## src/rtl/vga_text_scanner.sv

```systemverilog
// Snapshots NUM_CH channels and writes "II: HHHH" text fields into a VGA character buffer.
// Optional macro VGA_SCAN_DIFF_EN: highlight (w_data[7]) value digits of channels that changed since last scan.
module vga_text_scanner #(
  parameter int NUM_CH         = 32,
  parameter int DATA_W         = 32,
  parameter int COLS           = 80,
  parameter int ROWS           = 30,
  parameter int BASE_ROW       = 2,
  parameter int CH_PER_ROW     = 4,
  parameter int FIELD_W        = 20,
  parameter int ADDR_W         = 12,
  parameter int REFRESH_CYCLES = 0
) (
  input  logic                     clk,
  input  logic                     rst,
  input  logic [NUM_CH*DATA_W-1:0] ch_data,
  input  logic                     start,
  output logic                     busy,
  output logic                     done,
  output logic                     wen,
  input  logic                     w_ready,
  output logic [ADDR_W-1:0]        w_addr,
  output logic [7:0]               w_data
);

  // state | meaning
  // IDLE  | waiting for start or refresh tick
  // SNAP  | capture ch_data, reset field counters
  // EMIT  | present one character per cycle, advance on w_ready
  // DONE  | one-cycle completion pulse

  localparam int NIBS      = DATA_W / 4;
  localparam int FIELD_CH  = 4 + NIBS;
  localparam int CI_W      = $clog2(FIELD_CH);
  localparam int SEL_W     = (NUM_CH > 1) ? $clog2(NUM_CH) : 1;
  localparam int CR_W      = (CH_PER_ROW > 1) ? $clog2(CH_PER_ROW) : 1;
  localparam int USED_ROWS = (NUM_CH + CH_PER_ROW - 1) / CH_PER_ROW;

  if (DATA_W % 4 != 0) begin : g_err_data_w
    $error("vga_text_scanner: DATA_W must be a multiple of 4");
  end
  if (FIELD_W < FIELD_CH) begin : g_err_field_w
    $error("vga_text_scanner: FIELD_W too small for the field text");
  end
  if (BASE_ROW + USED_ROWS > ROWS) begin : g_err_rows
    $error("vga_text_scanner: fields do not fit in ROWS");
  end
  if (NUM_CH < 1 || NUM_CH > 256) begin : g_err_num_ch
    $error("vga_text_scanner: NUM_CH must be 1..256");
  end

  typedef enum logic [1:0] {IDLE, SNAP, EMIT, DONE} state_t;

  state_t            state, next;
  logic              pending;
  logic              tick;
  logic              req;
  logic [7:0]        ch_idx;
  logic [CI_W-1:0]   char_idx;
  logic [CR_W-1:0]   ch_in_row;
  logic [ADDR_W-1:0] row_base;
  logic [ADDR_W-1:0] col_base;
  logic [DATA_W-1:0] snap [NUM_CH];
  logic [SEL_W-1:0]  sel;
  logic [DATA_W-1:0] cur;
  logic [CI_W-1:0]   pos;
  logic [3:0]        nib;
  logic [7:0]        ch_char;
  logic              value_char;
  logic              hl;
  logic              last_char;
  logic              last_ch;

  function automatic logic [7:0] hex_char(input logic [3:0] n);
    return (n < 4'd10) ? (8'h30 + {4'h0, n}) : (8'h37 + {4'h0, n});
  endfunction

  if (REFRESH_CYCLES > 0) begin : g_refresh
    localparam int RC_W = (REFRESH_CYCLES > 1) ? $clog2(REFRESH_CYCLES) : 1;
    logic [RC_W-1:0] rcnt;
    always_ff @(posedge clk or negedge rst) begin
      if (!rst) rcnt <= '0;
      else if (rcnt == RC_W'(REFRESH_CYCLES - 1)) rcnt <= '0;
      else rcnt <= rcnt + 1'b1;
    end
    assign tick = (rcnt == RC_W'(REFRESH_CYCLES - 1));
  end else begin : g_no_refresh
    assign tick = 1'b0;
  end

  // A simultaneous start and tick collapse into one request here.
  assign req       = start | tick;
  assign last_char = (char_idx == CI_W'(FIELD_CH - 1));
  assign last_ch   = (ch_idx == 8'(NUM_CH - 1));

  always_comb begin
    next = state;
    case (state)
      IDLE:    if (req) next = SNAP;
      SNAP:    next = EMIT;
      EMIT:    if (w_ready && last_char && last_ch) next = DONE;
      DONE:    next = (pending || req) ? SNAP : IDLE;
      default: next = IDLE;
    endcase
  end

  always_ff @(posedge clk or negedge rst) begin
    if (!rst) begin
      state     <= IDLE;
      pending   <= 1'b0;
      ch_idx    <= '0;
      char_idx  <= '0;
      ch_in_row <= '0;
      row_base  <= '0;
      col_base  <= '0;
      for (int i = 0; i < NUM_CH; i++) snap[i] <= '0;
    end else begin
      state <= next;
      if (state == DONE) pending <= 1'b0;
      else if (state != IDLE && req) pending <= 1'b1;
      case (state)
        SNAP: begin
          for (int i = 0; i < NUM_CH; i++) snap[i] <= ch_data[i*DATA_W +: DATA_W];
          ch_idx    <= '0;
          char_idx  <= '0;
          ch_in_row <= '0;
          col_base  <= '0;
          row_base  <= ADDR_W'(BASE_ROW * COLS);
        end
        EMIT: begin
          if (w_ready && !(last_char && last_ch)) begin
            if (!last_char) begin
              char_idx <= char_idx + 1'b1;
            end else begin
              char_idx <= '0;
              ch_idx   <= ch_idx + 8'd1;
              // Row/column bases stepped incrementally instead of multiplying.
              if (ch_in_row == CR_W'(CH_PER_ROW - 1)) begin
                ch_in_row <= '0;
                col_base  <= '0;
                row_base  <= row_base + ADDR_W'(COLS);
              end else begin
                ch_in_row <= ch_in_row + 1'b1;
                col_base  <= col_base + ADDR_W'(FIELD_W);
              end
            end
          end
        end
        default: ;
      endcase
    end
  end

  assign sel        = ch_idx[SEL_W-1:0];
  assign cur        = snap[sel];
  assign pos        = CI_W'(NIBS + 3) - char_idx;
  assign nib        = 4'(cur >> {pos, 2'b00});
  assign value_char = (char_idx >= CI_W'(4));

  always_comb begin
    ch_char = 8'h00;
    if (char_idx == CI_W'(0))      ch_char = hex_char(ch_idx[7:4]);
    else if (char_idx == CI_W'(1)) ch_char = hex_char(ch_idx[3:0]);
    else if (char_idx == CI_W'(2)) ch_char = 8'h3A;
    else if (char_idx == CI_W'(3)) ch_char = 8'h20;
    else                           ch_char = hex_char(nib);
  end

`ifdef VGA_SCAN_DIFF_EN
  logic [DATA_W-1:0] prev [NUM_CH];
  always_ff @(posedge clk or negedge rst) begin
    if (!rst) begin
      for (int i = 0; i < NUM_CH; i++) prev[i] <= '0;
    end else if (state == DONE) begin
      for (int i = 0; i < NUM_CH; i++) prev[i] <= snap[i];
    end
  end
  assign hl = value_char && (cur != prev[sel]);
`else
  assign hl = 1'b0;
`endif

  assign busy   = (state == SNAP) || (state == EMIT);
  assign done   = (state == DONE);
  assign wen    = (state == EMIT);
  assign w_addr = wen ? (row_base + col_base + ADDR_W'(char_idx)) : '0;
  assign w_data = wen ? (ch_char | {hl, 7'b0}) : 8'h00;

endmodule

```

## config.mk

```make
export PLATFORM = sky130hd
export DESIGN_NAME = vga_text_scanner
export DESIGN_NICKNAME = d
export VERILOG_FILES = /design/src/rtl/vga_text_scanner.sv
export SDC_FILE = /design/constraint.sdc
export NUM_CORES = 2
export LEC_CHECK = 0
export CORE_AREA = 2 2 409 411
export DETAILED_ROUTE_END_ITERATION = 16
export DIE_AREA = 0 0 411 413
export SYNTH_ARGS = -nofsm -noshare
export SYNTH_HDL_FRONTEND = slang
export SYNTH_SLANG_ARGS = --single-unit
export TNS_END_PERCENT = 50
```

## constraint.sdc

```tcl
create_clock -name clk -period 9 [get_ports clk]
set_input_delay 2.25 -clock clk [delete_from_list [all_inputs] [get_ports clk]]
set_output_delay 2.25 -clock clk [all_outputs]
set_load 0.01 [all_outputs]
```

Word-level counts from Yosys, hierarchy flattened
Index checks and enable logic that the tools add are counted.

storage, ports and cells
  flip-flop bits (word level) = 1065
  bits of input ports = 1028
  logic and storage cells = 126

operators by class
  $lt $le $gt $ge = 4
  muxes and demuxes = 36
  bitwise gates (word level) = 1
  eq/ne operators = 14
  add/subtract/negate cells = 14
  shifts and indexed selects = 1
  reductions and logical operators = 17

operator list
  kind                                                                     count
  32-bit binary-select mux with 5-bit select                               1
  12-bit two-way mux                                                       7
  32-bit two-way mux                                                       2
  7-bit two-way mux                                                        7
  12-bit one-hot mux with 2 select lines                                   2
  6-bit by 4-bit adder with 7-bit output, first input constant             6
  32-bit by 6-bit right shift with 4-bit output                            1
  8-bit two-way mux                                                        3
  8-bit one-hot mux with 2 select lines                                    1
  12-bit adder                                                             1
  12-bit by 4-bit adder with 12-bit output                                 1
  12-bit by 5-bit adder with 12-bit output, second input constant          1
  12-bit by 7-bit adder with 12-bit output, second input constant          1
  4-bit less-than comparator, second input constant                        3
  2-bit two-way mux                                                        5
  8-bit by 1-bit adder with 8-bit output, second input constant            1
  4-bit by 2-bit equality test with 1-bit output, second input constant    2
  8-bit by 5-bit equality test with 1-bit output, second input constant    1
  4-bit two-way mux                                                        2
  2-bit by 1-bit inequality test with 1-bit output, second input constant  4
  2-bit one-hot mux with 4 select lines                                    1
  4-bit one-hot mux with 2 select lines                                    1
  2-bit equality test, second input constant                               3
  6-bit >= comparator, second input constant                               1
  19 further kinds                                                         29

Longest topological paths before layout
  word-level depth = 12
  mapped depth = 17
  mapped depth without buffers = 12

Worst setup path before layout
OpenSTA, ideal clock, no wires.

  kind = flip-flop to output port
  from = reg ch_idx[1]
  to = out w_data[2]
  path slack = 3.647 ns
  required time = 6.750 ns
  stages on the path, launching flop included = 15
  data arrival time = 3.103 ns
  cell sequence = dfrtp_1 > buf_2 > buf_2 > clkbuf_1 > mux4_2 > mux4_2 > a22oi_1 > nand2_1 > a22oi_2 > o311ai_1 > nand2_1 > ha_1 > o21ai_0 > mux2i_1 > a32o_1

on the way
  cells in the longest elaborated chain, start to end = 12

RTL lines
  item                                                                                  line  text
  from (decl)                                                                           58    logic [7:0] ch_idx;
  from (signal assigned)                                                                136   ch_idx <= ch_idx + 8'd1;
  5-bit NOT with 6-bit output (implied by the code)                                     155   assign cur = snap[sel];
  32-bit binary-select mux with 5-bit select                                            155
  32-bit two-way mux (implied by the code) (2 in series)                                155
  32-bit by 6-bit right shift with 4-bit output                                         157   assign nib = 4'(cur >> {pos, 2'b00});
  6-bit by 4-bit adder with 7-bit output or 4-bit less-than comparator (tied branches)  75    return (n < 4'd10) ? (8'h30 + {4'h0, n}) : (8'h37 + {4'h0, n});
  7-bit two-way mux                                                                     75
  7-bit two-way mux                                                                     165   else if (char_idx == CI_W'(3)) ch_char = 8'h20;
  7-bit two-way mux                                                                     164   else if (char_idx == CI_W'(2)) ch_char = 8'h3A;
  7-bit two-way mux (*)                                                                 163   else if (char_idx == CI_W'(1)) ch_char = hex_char(ch_idx[3:0]);
  7-bit two-way mux (*)                                                                 162   if (char_idx == CI_W'(0)) ch_char = hex_char(ch_idx[7:4]);
  8-bit two-way mux (*)                                                                 187   assign w_data = wen ? (ch_char | {hl, 7'b0}) : 8'h00;
  to (decl)                                                                             23    output logic [7:0] w_data

Mark *: on every way between the ends. The rest lies on a longest branch, timed or not. The select of a mux whose other input is x is not followed.

Worst setup path in the final report
  from = reg ch_idx[2]
  to = out w_data[6]

Same word-level chain as after synthesis.

==> results.py <==
metrics = {
    "clock_network": {
        "cts_tree": "built",
        "ctsHtreeMaxLevel": 3,
        "cts_buffers": 120,
        "clk_pin_slew_worst_paths_ps": 60,
        "cts-root-buf": "clkbuf_16",
        "cts-hold-fix-buffers": 0,
        "clock_latency_ps": 760,
        "post_cts_resized": 0,
        "clockBufferDepth": 3,
        "cts.sink_count": 1059,
        "post_cts_buffers": 0,
    },
    "power": {
        "irDropWorstVdd_uv": 201,
        "p_leak_nw": 25.9,
        "p_per_area_nw_per_um2": 361,
    },
    "grt": {
        "grt_pass1_wl_um": 280000,
        "antenna_found_initial": 119,
        "use_met1": 0.285,
        "use_met2": 0.421,
        "grt.overflow.total": 0,
        "grt_max_degree": 162,
        "grtUsageMet3": 0.0618,
        "grt-busiest-layer": "met2",
        "grt_pass1_vias": 34917,
        "track_usage": 0.237,
    },
    "yosys": {
        "async_flop_share": 1.00,
        "synth_top_cell_by_area": "dfrtp_1",
        "yosysWarnings": 0,
        "synthTopCellsByArea": "dfrtp_1 54%, mux2_2 24%, mux4_2 11%",
        "synth_flop_cell": "dfrtp_1",
        "yosysSeqAreaShare": 0.540,
        "ys_types": 73,
        "synth_edf_count": 0,
        "syn_area_sq_um": 49000,
        "netlist_instances": 3173,
        "synth.top_cell.area_share": 0.540,
        "syn_avg_cell_area_sq_um": 15.5,
        "synth-seq-cells": 1059,
    },
    "floorplanning": {
        "die_w_um": 411,
        "core.rowCount": 150,
        "die_h_um": 413,
        "ioPinCount": 1051,
        "coreArea_sq_um": 166000,
        "start_util": 0.296,
        "dieArea_sq_um": 170000,
    },
    "timing": {
        "slew-limit-headroom": 0.199,
        "clock_skew_ps": 32.8,
        "hold_viol_final": 0,
        "slew_viol_final": 0,
        "fin_ws_ps": 470,
        "fin_worst_hold_slack_ps": 488,
        "period_share": 0.948,
        "worst_pin_slew_ps": 1170,
        "rsz0062_at_grt": "no",
        "tns_ps": 0,
        "fmax_mhz": 117,
        "finalSetupViolations": 0,
        "period_needed_ps": 8530,
    },
    "hold_path": {
        "hp-class": "register to register",
        "hold_depth": 2,
    },
    "drt": {
        "route.vias.total": 32851,
        "dr.first_iter.drc_count": 2199,
        "vias_per_cell": 5.02,
        "antenna_left": 0,
        "drc": 0,
        "wirelength_um": 205000,
        "wire_per_inst_um": 31.4,
        "first_pass_iters": 6,
    },
    "setup_path": {
        "crit_path_start_kind": "register",
        "crit_type": "register to output port",
        "cp-end-kind": "output port",
        "cp_max_fo": 58,
        "worstRegToRegCells": 10,
        "worstPathRequired_ps": 6750,
        "cp.arrival_ps": 6280,
    },
    "layout": {
        "final_common_cell": "dfrtp_1",
        "syn_to_final_growth_pct": 35.0,
        "final_cell_mix": "1054 x dfrtp_1, 1048 x clkdlybuf4s50_1, 1043 x mux2_2, 235 x mux4_2, 120 x clkbuf_16",
        "nets": 5264,
        "instances_no_fill": 6543,
        "post-route-util": 0.399,
        "nFillCells": 15531,
        "drive_above_1_share": 0.363,
    },
    "placed_design": {
        "dp_slack_ps": 1100,
        "port_buffers": 1049,
        "dp_hpwl_um": 161000,
        "globalplace.congestion": 0.848,
        "dp.cells": 6279,
    },
    "flow_run": {
        "drv_cap": 0,
    },
    "run_status": {
        "status": "complete, no violations",
    },
}
[metrics by stage]
| stage | area [sq um] | power, W |
|---|---|---|
| after global routing | 66100 | 0.0251 |
| after floorplan | 49000 | 0.0149 |
| after detailed placement | 61900 | 0.0190 |
| final | 66200 | 0.0239 |
| after CTS | 66100 | 0.0242 |
| after global placement | 61900 | 0.0188 |
[cells in the mapped netlist, drive strengths merged (5+ instances only)]
cell type  count
mux2i         90
ha            38
o21bai         6
xnor2         15
a22oi         20
o221ai        14
a21oi         41
nand3b         5
o2111ai        5
a22o          13
a221oi        19
inv           20
mux4         235
mux2        1043
xor2           8
dfrtp       1059
nand2b         8
nor2          49
o211ai         7
buf           77
and3           5
a31oi          8
nor2b         10
clkbuf       142
nand4          6
and2           6
nand2         69
a211oi         6
nor3          13
nand3         21
o22ai         18
o21ai         36
[critical path: stages, from the launching register on]
cell and delay [ps]:
dfrtp_4 910, buf_12 440, nor2b_1 800, a22oi_1 310, a32o_1 360, a221oi_1 760, nor2_1 250, a211oi_2 390
nand3_1 160, a21oi_1 450, clkdlybuf4s50_1 630
[path summary, 6_finish.rpt]
kind | start | end | slack [ps]
worst max register to register | char_idx[2] | row_base[10] | 4440
worst min-delay path | ch_in_row[1] | ch_in_row[1] | 490
worst min register to register | ch_in_row[1] | ch_in_row[1] | 490
max in group asynchronous | rst | snap[739] | 5580
worst max-delay path | ch_idx[2] | w_data[6] | 470
min in group asynchronous | rst | snap[228] | 1550
[report_power, final]
group	switching, W	internal (W)
clock network	0.00212	0.00299
logic	0.00450	0.00529
registers	0.00173	0.00723
total	0.00836	0.0155
[sequential cells by signal, summed over array words and instances (netlist names)]
register   cells
col_base      10
snap        1024
ch_idx         8
ch_in_row      2
pending        1
state          2
row_base       8
char_idx       4
[final cells by class]
| cell class | count | area [sq um] | area share |
|---|---|---|---|
| clock inverter | 41 | 621 | 0.00938 |
| multi-input combinational | 1874 | 21300 | 0.322 |
| timing repair buffer | 1118 | 11200 | 0.170 |
| sequential | 1059 | 26500 | 0.401 |
| antenna | 43 | 108 | 0.00163 |
| inverter | 24 | 92.6 | 0.00140 |
| tap | 2204 | 2760 | 0.0417 |
| clock buffer | 180 | 3520 | 0.0532 |
[cells by family after synthesis]
logic type	Yosys count	synth area share
DFF	1059	0.540
buffers and inverters	243	0.0253
AOI/OAI and AO/OA	233	0.0340
other	1	0.0000765
xor gates and xnor gates	23	0.00411
muxes	1368	0.366
and+or+nand+nor	207	0.0202
adders and majority gates	39	0.0101
[routing by layer]
| metal | vias up | share of wire | wire length [um] |
|---|---|---|---|
| met2 | 1035 | 0.52 | 106000 |
| met3 | 328 | 0.063 | 13000 |
| met4 | 80 | 0.024 | 4840 |
| met5 | - | 0.0025 | 503 |
| met1 | 17333 | 0.39 | 80800 |
| li1 | 14075 | - | - |
No activity file was read; power rests on OpenSTA's default activity.
